## config.mk

```make
export PLATFORM = sky130hd
export DESIGN_NAME = hidden_backprop_seq
export DESIGN_NICKNAME = d
export VERILOG_FILES = /design/src/rtl/hidden_backprop_seq.sv
export SDC_FILE = /design/constraint.sdc
export NUM_CORES = 1
export LEC_CHECK = 0
export CAP_MARGIN = 20
export CORE_UTILIZATION = 50
export CTS_CLUSTER_DIAMETER = 30
export DETAILED_ROUTE_END_ITERATION = 10
export GPL_TIMING_DRIVEN = 0
export PLACE_DENSITY = 0.76
export SLEW_MARGIN = 20
export SYNTH_ARGS = -nofsm -noshare
export SYNTH_HDL_FRONTEND = slang
export SYNTH_SLANG_ARGS = --single-unit
```

## constraint.sdc

```tcl
create_clock -name clk_i -period 6.85 [get_ports clk_i]
set_input_delay 1.37 -clock clk_i [delete_from_list [all_inputs] [get_ports clk_i]]
set_output_delay 1.37 -clock clk_i [all_outputs]
set_load 0.005 [all_outputs]
```

## src/rtl/hidden_backprop_seq.sv

```systemverilog
// Sequential backprop weight-update engine for one hidden neuron: computes one gradient term,
// then walks the weight bank one index per cycle with shift learning rate, masking and clamping.
module hidden_backprop_seq #(
   parameter int unsigned N_IN     = 4,
   parameter int unsigned W_W      = 8,
   parameter int unsigned F_W      = 19,
   parameter int unsigned T_W      = 4,
   parameter int unsigned H_W      = 10,
   parameter int unsigned LR_SHIFT = 4
) (
   input  logic                  clk_i,
   input  logic                  rst_i,
   input  logic                  start_i,
   input  logic                  zero_weight_reset_i,
   input  logic [F_W-1:0]        final_i,
   input  logic [T_W-1:0]        target_i,
   input  logic [H_W-1:0]        hidden_val_i,
   input  logic [N_IN-1:0]       x_i,
   input  logic [N_IN*W_W-1:0]   w_i,
   output logic [N_IN*W_W-1:0]   w_o,
   output logic                  busy_o,
   output logic                  done_o,
   output logic                  sat_o
);

   localparam int unsigned KW = (N_IN > 1) ? $clog2(N_IN) : 1;
   localparam int unsigned EW = F_W + 2;
   localparam int unsigned GW = F_W + H_W + 3;
   localparam int unsigned SW = GW + 1;
   localparam int unsigned BW = N_IN * W_W;

   localparam logic signed [SW-1:0] WMax = {{(SW-W_W+1){1'b0}}, {(W_W-1){1'b1}}};
   localparam logic signed [SW-1:0] WMin = ~WMax;

   typedef enum logic [1:0] {StIdle, StCalc, StUpd, StDone} state_e;

   state_e                state_q, state_d;
   logic [F_W-1:0]        final_q, final_d;
   logic [T_W-1:0]        target_q, target_d;
   logic [H_W-1:0]        hidden_q, hidden_d;
   logic [N_IN-1:0]       x_q, x_d;
   logic [BW-1:0]         w_q, w_d;
   logic signed [GW-1:0]  g_q, g_d;
   logic [KW-1:0]         k_q, k_d;
   logic                  sat_q, sat_d;

   logic [EW-1:0]         e;
   logic [GW-1:0]         e_ext;
   logic [GW-1:0]         h_ext;
   logic signed [GW-1:0]  delta;
   logic signed [W_W-1:0] w_k;
   logic                  m_k;
   logic signed [SW-1:0]  s;
   logic [W_W-1:0]        w_clamp;
   logic                  clamp_hit;

   // Both operands zero-extended; the difference is read back as signed.
   assign e     = {{(EW-T_W){1'b0}}, target_q} - {2'b00, final_q};
   assign e_ext = {{(GW-EW){e[EW-1]}}, e};
   assign h_ext = {{(GW-H_W){1'b0}}, hidden_q};
   assign delta = g_q >>> LR_SHIFT;

   always_comb begin
      w_k = '0;
      m_k = 1'b0;
      for (int i = 0; i < int'(N_IN); i++) begin
         if (k_q == KW'(i)) begin
            w_k = w_q[i*W_W +: W_W];
            m_k = x_q[i];
         end
      end
   end

   // One extra bit over the gradient width so the sum can never wrap.
   assign s = {{(SW-W_W){w_k[W_W-1]}}, w_k} + {delta[GW-1], delta};

   always_comb begin
      clamp_hit = 1'b0;
      w_clamp   = s[W_W-1:0];
      if (s > WMax) begin
         clamp_hit = 1'b1;
         w_clamp   = WMax[W_W-1:0];
      end else if (s < WMin) begin
         clamp_hit = 1'b1;
         w_clamp   = WMin[W_W-1:0];
      end
   end

   always_comb begin
      state_d  = state_q;
      final_d  = final_q;
      target_d = target_q;
      hidden_d = hidden_q;
      x_d      = x_q;
      w_d      = w_q;
      g_d      = g_q;
      k_d      = k_q;
      sat_d    = sat_q;

      unique case (state_q)
         StIdle: begin
            if (start_i) begin
               final_d  = final_i;
               target_d = target_i;
               hidden_d = hidden_val_i;
               x_d      = x_i;
               w_d      = w_i;
               sat_d    = 1'b0;
               k_d      = '0;
               state_d  = StCalc;
            end
         end
         StCalc: begin
            g_d     = e_ext * h_ext;
            state_d = StUpd;
         end
         StUpd: begin
            if (m_k) begin
               for (int i = 0; i < int'(N_IN); i++) begin
                  if (k_q == KW'(i)) w_d[i*W_W +: W_W] = w_clamp;
               end
               sat_d = sat_q | clamp_hit;
            end
            if (k_q == KW'(N_IN - 1)) begin
               k_d     = '0;
               state_d = StDone;
            end else begin
               k_d = k_q + 1'b1;
            end
         end
         StDone: state_d = StIdle;
         default: state_d = StIdle;
      endcase

      // Zero-reset overrides any FSM activity, including a same-cycle start.
      if (zero_weight_reset_i) begin
         w_d     = '0;
         state_d = StIdle;
         k_d     = '0;
         sat_d   = 1'b0;
      end
   end

   always_ff @(posedge clk_i) begin
      if (!rst_i) begin
         state_q  <= StIdle;
         final_q  <= '0;
         target_q <= '0;
         hidden_q <= '0;
         x_q      <= '0;
         w_q      <= '0;
         g_q      <= '0;
         k_q      <= '0;
         sat_q    <= 1'b0;
      end else begin
         state_q  <= state_d;
         final_q  <= final_d;
         target_q <= target_d;
         hidden_q <= hidden_d;
         x_q      <= x_d;
         w_q      <= w_d;
         g_q      <= g_d;
         k_q      <= k_d;
         sat_q    <= sat_d;
      end
   end

   assign w_o    = w_q;
   assign busy_o = (state_q != StIdle);
   assign done_o = (state_q == StDone);
   assign sat_o  = sat_q;

endmodule

```

==> flow_metrics.env, run 1 <==
export IMPL_critPathTopFamily="adder cells"
export IMPL_post_route_util_pct=65.16
export IMPL_die_h_um=169.3
export IMPL_synth_top_family_by_area="adder cells"
export IMPL_yosysTopAreaCell="fa_1"
export IMPL_reg2reg_to="g_q[28]$_SDFFE_PN0N_"
export IMPL_synth_compound_area_share_pct=17.14
export IMPL_routed_via_density=5.741
export IMPL_cts_tree="done"
export IMPL_r2r_cells=24
export IMPL_clock_path_buffers=2
export IMPL_fmax_mhz=134.9
export IMPL_die_width_um=169.3
export IMPL_synthTopCellsByArea="fa_1 (26%), dfxtp_1 (14%), ha_1 (9.4%)"
export IMPL_grt_pass1_wl_um=67400
export IMPL_yosys_warnings=0
export IMPL_crit_path_end="g_q[28]$_SDFFE_PN0N_"
export IMPL_setup_viol_count_final=14
export IMPL_crit_type="flip-flop to flip-flop"
export IMPL_synthAdderAreaFrac_pct=34.98
export IMPL_dr_pass1_iters=6
export IMPL_synth_common_cells="inv_1 (268), nand2_1 (227), fa_1 (179)"
export IMPL_grt_overflow=0
export IMPL_async_reset_ff_share_pct=0
export IMPL_post_drt_wl_per_cell_um=19.05
export IMPL_row_count=60
export IMPL_grt_usage_pct=30.08
export IMPL_peakVddDrop_v=0.0003337
export IMPL_fin_ws_ps=-565.2
export IMPL_cp_required_ps=7080
export IMPL_crit_slowest_cell="fa_1"
export IMPL_cap_viol_max_count=0
export IMPL_cts_sinks=101
export IMPL_ant_nets=0
export IMPL_crit_top_cell="fa_1"
export IMPL_yosysSeqAreaShare_pct=14.44
export IMPL_dp_hpwl_um=31760
export IMPL_antenna_found_initial=0
export IMPL_hold_viol=0
export IMPL_tns_ps=-4144
export IMPL_yosys_area_share_simple_pct=20.07
export IMPL_clock_latency_ps=370
export IMPL_syn_num_nets=2062
export IMPL_hold_buffers=0
export IMPL_path_clk_slew_ps=90
export IMPL_crit_fanout=7
export IMPL_cp_num_buf_inv=4
export IMPL_worstMarginPinSlew_ps=911.6
export IMPL_synth_seq_cells=101
export IMPL_die_area_um2=28670
export IMPL_wirelength_um=43750
export IMPL_io_buffers=107
export IMPL_start_kind="flip-flop"
export IMPL_synth_enable_flop_cells=0
export IMPL_min_path_type="flip-flop to flip-flop"
export IMPL_synthXorXnorAreaFrac_pct=3.190
export IMPL_fin_nets=2277
export IMPL_period_share_pct=108.3
export IMPL_ios=108
export IMPL_cp_num_cells=24
export IMPL_fin_crit_ps=7415
export IMPL_dp_cells=2185
export IMPL_cts_htree_levels=3
export IMPL_netlist_area_um2=14000
export IMPL_p_leak_uw=0.007976
export IMPL_post_place_ws_ps=-1268
export IMPL_yosysTopAreaCellShare_pct=25.59
export IMPL_synthCells=1705
export IMPL_fin_cells=2297
export IMPL_end_kind="flip-flop"
export IMPL_yosysUniqueCellTypes=73
export IMPL_grt_max_degree=22
export IMPL_start_util_pct=51.52
export IMPL_fillers=2184
export IMPL_synthMuxAreaShare_pct=0.7864
export IMPL_power_density_nw_per_um2=316.1
export IMPL_timing_rr_start="final_q[6]$_SDFFE_PN0P_"
export IMPL_status="complete, but fails checks"
export IMPL_crit_chain="or4_4 > or3_4 > or4_4 > or4_4 > xor2_4 > buf_6 > nand2_1 > fa_1 > inv_1 > fa_1 > fa_1 > fa_1 > inv_1 > fa_1 > inv_1 > ha_4 > a21oi_4 > o21ai_2 > a31oi_2 > a2bb2oi_2 > o311ai_4 > o31ai_2 > xor2_1 > o22ai_1"
export IMPL_rrSetupSlack_ps=-570
export IMPL_grt_setup_unrepaired="true"
export IMPL_power_frac_seq_pct=13.1
export IMPL_grt_pass1_vias=13186
export IMPL_violations="setup timing"
export IMPL_clkPwrFrac_pct=10.3
export IMPL_drive_gt1_share_pct=15.79
export IMPL_p_sw_uw=2725
export IMPL_swShare_pct=48.69
export IMPL_synth_main_ff_cell="dfxtp_1"
export IMPL_p_total_uw=5598
export IMPL_worst_ep_arrival_time_ps=7650
export IMPL_slew_headroom_pct=38.67
export IMPL_areaGrowthSynthToFinish_pct=26.47
export IMPL_numCtsBuffers=9
export IMPL_drcViolationCount=0
export IMPL_yosysMostFrequentCell="inv_1"
export IMPL_maxSlewViolCount=0
export IMPL_p_int_uw=2872
export IMPL_pwr_share_comb_pct=76.6
export IMPL_synth_avg_cell_area_um2=8.212
export IMPL_core_area_um2=27180
export IMPL_initialDrtViolationCount=1105
export IMPL_finClkSkew_ps=14.66
export IMPL_slowest_delay_ps=570
export IMPL_root_buffer="clkbuf_16"
export IMPL_diodes=0
export IMPL_vias=13187
export IMPL_cp_startpoint="final_q[6]$_SDFFE_PN0P_"
export IMPL_gp_congestion=0.9121
placed cells by master (no fill, tap or decap), types with 16 or more instances in the layout:
master,instances
inv_1,242
a21boi_0,41
inv_2,26
clkbuf_1,56
a21oi_1,70
nand2_1,210
and3_1,16
nor2b_1,33
nand2b_1,41
nor2_1,39
o21ai_0,55
o211ai_1,19
fa_1,167
dfxtp_1,96
clkdlybuf4s50_1,107
buf_6,21
a21o_1,28
and2_1,90
ha_1,80
a31oi_1,36
ha_4,22
xnor2_1,23
buf_4,75
nand3_1,23
worst min path at each step:
stage	start	to	slack [ps]	depth (start not counted)
3_5_place_dp	final_q[3]$_SDFFE_PN0P_	final_q[3]$_SDFFE_PN0P_	470	2
2_1_floorplan	g_q[30]$_SDFFE_PN0N_	g_q[30]$_SDFFE_PN0N_	440	2
3_3_place_gp	final_q[3]$_SDFFE_PN0P_	final_q[3]$_SDFFE_PN0P_	460	2
6_report	target_q[2]$_SDFFE_PN0P_	target_q[2]$_SDFFE_PN0P_	480	2
4_1_cts	final_q[3]$_SDFFE_PN0P_	final_q[3]$_SDFFE_PN0P_	480	2
5_1_grt	target_q[2]$_SDFFE_PN0P_	target_q[2]$_SDFFE_PN0P_	490	2
worst register-to-register path, stage by stage, from the launching register on:
cell and delay [ps]:
dfxtp_4 360, or4_4 550, or3_4 350, or4_4 460
or4_4 500, xor2_4 290, buf_6 150, nand2_1 80
fa_1 560, inv_1 60, fa_1 470, fa_1 520
fa_1 570, inv_1 60, fa_1 540, inv_1 70
ha_4 280, a21oi_4 140, o21ai_2 100, a31oi_2 190
a2bb2oi_2 200, o311ai_4 150, o31ai_2 290, xor2_1 250
o22ai_1 110
timing repair:
action,CTS,global route
pin swaps,27,87
gates cloned,0,1
setup endpoints to repair,21,16
gates resized for setup,91,126
setup buffers,48,48
hold endpoints to repair,0,0
flip-flops by register name (all words and copies together), names as in the netlist:
name      count
target_q      4
hidden_q     10
final_q      19
sat_o         1
g_q          27
k_q           2
state_q       2
w_o          32
x_q           4
area by class of cell:
| class | count | area [µm²] | share of cell area (%) |
|---|---|---|---|
| Timing Repair Buffer | 203 | 1892 | 10.68 |
| Tap cell | 372 | 465.4 | 2.629 |
| Inverter | 268 | 1006 | 5.681 |
| Clock buffer | 9 | 225.2 | 1.272 |
| Multi-Input combinational cell | 1262 | 11690 | 66.02 |
| Buffer | 75 | 309.0 | 1.745 |
| Clock inverter | 7 | 86.33 | 0.4876 |
| Sequential cell | 101 | 2033 | 11.48 |
logic make-up after synthesis:
group	Yosys count
multiplexers	11
flip-flops	101
buffers and inverters	343
AO/OA/AOI/OAI	364
AND/OR/NAND/NOR	551
XOR/XNOR	51
adder cells (fa/ha/maj)	284
per-layer routing:
| layer | routed length, µm | up-vias | global-route usage (%) |
|---|---|---|---|
| met5 | 0 | - | 0 |
| li1 | - | 6012 | - |
| met3 | 3115 | 123 | 5.340 |
| met1 | 17780 | 6519 | 38.89 |
| met4 | 1806 | 0 | 11.44 |
| met2 | 21050 | 533 | 50.17 |
stage by stage:
stage                     area [µm²]  hold WS, ps
final                          17710        482.6
after global routing           17710        492.4
after CTS                      16850        479.6
after detailed placement       15660        467.9
after global placement         15640        457.0
after floorplan                14110        441.2
power by group through the flow:
| stage | clock network, µW | registers, µW | logic (µW) |
|---|---|---|---|
| 6_report | 575 | 734 | 4290 |
| 5_1_grt | 594 | 739 | 4710 |
| 4_1_cts | 571 | 730 | 3620 |
| 3_5_place_dp | 0 | 740 | 3070 |
| 3_3_place_gp | 0 | 740 | 2980 |
| 2_1_floorplan | 0 | 703 | 2370 |
Power figures use the tool's default switching activity.
==> run 2: changes to the inputs <==
- CORE_MARGIN: not set -> 1.5
==> run 2 against run 1 <==
Net effect:
- the run still ends with setup timing left
- cell count up 0.22%
- core utilization down 1.5 points
- non-clock buffer count down 2
- clock power down 3%
- critical path depth up 2
- combinational power up 4%
- sequential cell count unchanged
- design area down 0.39%
- global-route usage down 0.51 points
- largest power group unchanged
==> flow_metrics.env, run 2 (synthesized netlist as in run 1, its figures left out) <==
export IMPL_setup_viol_count_final=11
export IMPL_dr_pass1_iters=6
export IMPL_grt_setup_unrepaired="true"
export IMPL_clock_latency_ps=370
export IMPL_status="complete, but fails checks"
export IMPL_layout_commonest_cell="inv_1"
export IMPL_fin_nets=2275
export IMPL_critPathTopFamily="adder cells"
export IMPL_worst_ep_arrival_time_ps=7700
export IMPL_antenna_found_initial=2
export IMPL_crit_type="flip-flop to flip-flop"
export IMPL_maxSlewViolCount=0
export IMPL_grt_pass1_wl_um=66580
export IMPL_grt_overflow=0
export IMPL_grt_pass1_vias=13141
export IMPL_core_area_um2=27710
export IMPL_cts_tree="done"
export IMPL_grt_max_degree=22
export IMPL_ant_nets=0
export IMPL_cts_sinks=101
export IMPL_grt_usage_pct=29.57
export IMPL_io_buffers=107
export IMPL_die_area_um2=29010
export IMPL_drcViolationCount=0
export IMPL_cap_viol_max_count=0
export IMPL_p_leak_uw=0.007990
export IMPL_routed_via_density=5.679
export IMPL_period_share_pct=108.5
export IMPL_fmax_mhz=134.5
export IMPL_hold_buffers=0
export IMPL_peakVddDrop_v=0.0003339
export IMPL_seqCellArea_um2=2032
export IMPL_power_density_nw_per_um2=326.7
export IMPL_fin_worst_hold_slack_ps=475.9
export IMPL_crit_fanout=4
export IMPL_cp_required_ps=7110
export IMPL_violations="setup timing"
export IMPL_gp_congestion=0.9263
export IMPL_dp_hpwl_um=31590
export IMPL_start_util_pct=50.54
export IMPL_largest_reg_flops=32
export IMPL_post_drt_wl_per_cell_um=18.51
export IMPL_slew_headroom_pct=40.08
export IMPL_die_h_um=170.3
export IMPL_root_buffer="clkbuf_16"
export IMPL_cp_num_buf_inv=4
export IMPL_fillers=2254
export IMPL_fin_ws_ps=-585.2
export IMPL_path_clk_slew_ps=90
export IMPL_numCtsBuffers=9
export IMPL_slowest_delay_ps=590
export IMPL_areaGrowthSynthToFinish_pct=25.98
export IMPL_crit_slowest_cell="or4_4"
export IMPL_multi_input_area_um2=11640
export IMPL_cts_htree_levels=3
export IMPL_die_width_um=170.3
export IMPL_crit_top_cell="fa_1"
export IMPL_start_kind="flip-flop"
export IMPL_place_area_um2=15670
export IMPL_hold_viol=0
export IMPL_vias=13074
export IMPL_clock_path_buffers=2
export IMPL_stdcell_area_um2=17640
export IMPL_wirelength_um=42620
export IMPL_row_count=61
export IMPL_end_kind="flip-flop"
export IMPL_drive_gt1_share_pct=14.77
export IMPL_min_path_type="flip-flop to flip-flop"
export IMPL_finClkSkew_ps=14.61
export IMPL_most_common_layout_cells="inv_1 (250), nand2_1 (216), fa_1 (171), clkdlybuf4s50_1 (107), dfxtp_1 (97)"
export IMPL_worstMarginPinSlew_ps=891.1
export IMPL_initialDrtViolationCount=1047
export IMPL_fin_crit_ps=7435
export IMPL_ios=108
-- run 2: changes by cell type in the layout (fill, tap and decap cells not counted), moves of 3 or more --
cell,delta
and3_1,-3
ha_1,+4
nand2_1,+6
inv_2,-8
fa_2,-4
buf_6,-3
ha_4,-5
fa_1,+4
inv_1,+8
nand2_2,-6
-- run 2: where the power goes --
part,switching (µW),internal [µW]
sequential,79.7,655
clock,296,264
combinational,2400,2070
total,2770,2990
-- run 2: final timing paths --
check,from,slack [ps],cells after the start,endpoint
max,final_q[6]$_SDFFE_PN0P_,-590,26,g_q[30]$_SDFFE_PN0N_
min reg2reg,target_q[0]$_SDFFE_PN0P_,480,2,target_q[0]$_SDFFE_PN0P_
max reg2reg,final_q[6]$_SDFFE_PN0P_,-590,26,g_q[30]$_SDFFE_PN0N_
min,target_q[0]$_SDFFE_PN0P_,480,2,target_q[0]$_SDFFE_PN0P_
-- run 2: routing by layer --
layer / share of wire (%) / GRT usage, %
met2: 49 / 49.61
met3: 6.1 / 4.047
met5: 0 / 0
met4: 3.3 / 11.39
met1: 42 / 38.74
-- run 2: worst reg2reg max path: cells and delay by family (launching register included) --
kind | cells | cell delay [ps]
compound gates | 9 | 1470
xor+xnor | 2 | 390
fa+ha+maj | 6 | 2740
buf+inv | 4 | 330
flops | 1 | 350
simple gates | 5 | 2020
-- run 2: layout make-up --
type | count | share of cell area [%]
Antenna cell | 1 | 0.01419
Buffer | 74 | 1.688
Clock buffer | 9 | 1.277
Clock inverter | 7 | 0.5178
Inverter | 268 | 5.703
Multi-Input combinational cell | 1262 | 65.99
Sequential cell | 101 | 11.52
Tap cell | 378 | 2.681
Timing Repair Buffer | 202 | 10.61
-- run 2: what timing repair did --
item	4_1_cts	5_1_grt
setup buffers	64	34
setup endpoints to repair	21	17
gates cloned	0	1
pin swaps	69	77
gates resized for setup	93	98
-- run 2: through the flow --
step,setup TNS (ps),cells,worst slack (ps),util (%),total power [µW]
after floorplan,-379.3,1705,-170.2,-,3072
after global placement,-22680,2190,-1178,56.49,3746
after detailed placement,-18570,2191,-1369,56.56,3825
after CTS,-2254,2269,-403.9,61.22,5039
after global routing,-6282,2302,-712.2,63.66,6196
final,-4113,2302,-585.2,63.66,5762
==> run 3: changes to the inputs <==
- HOLD_SLACK_MARGIN: not set -> 0.1
==> results of run 3 <==
Same layout as run 2: the final DEF is identical, and so are final timing and power.
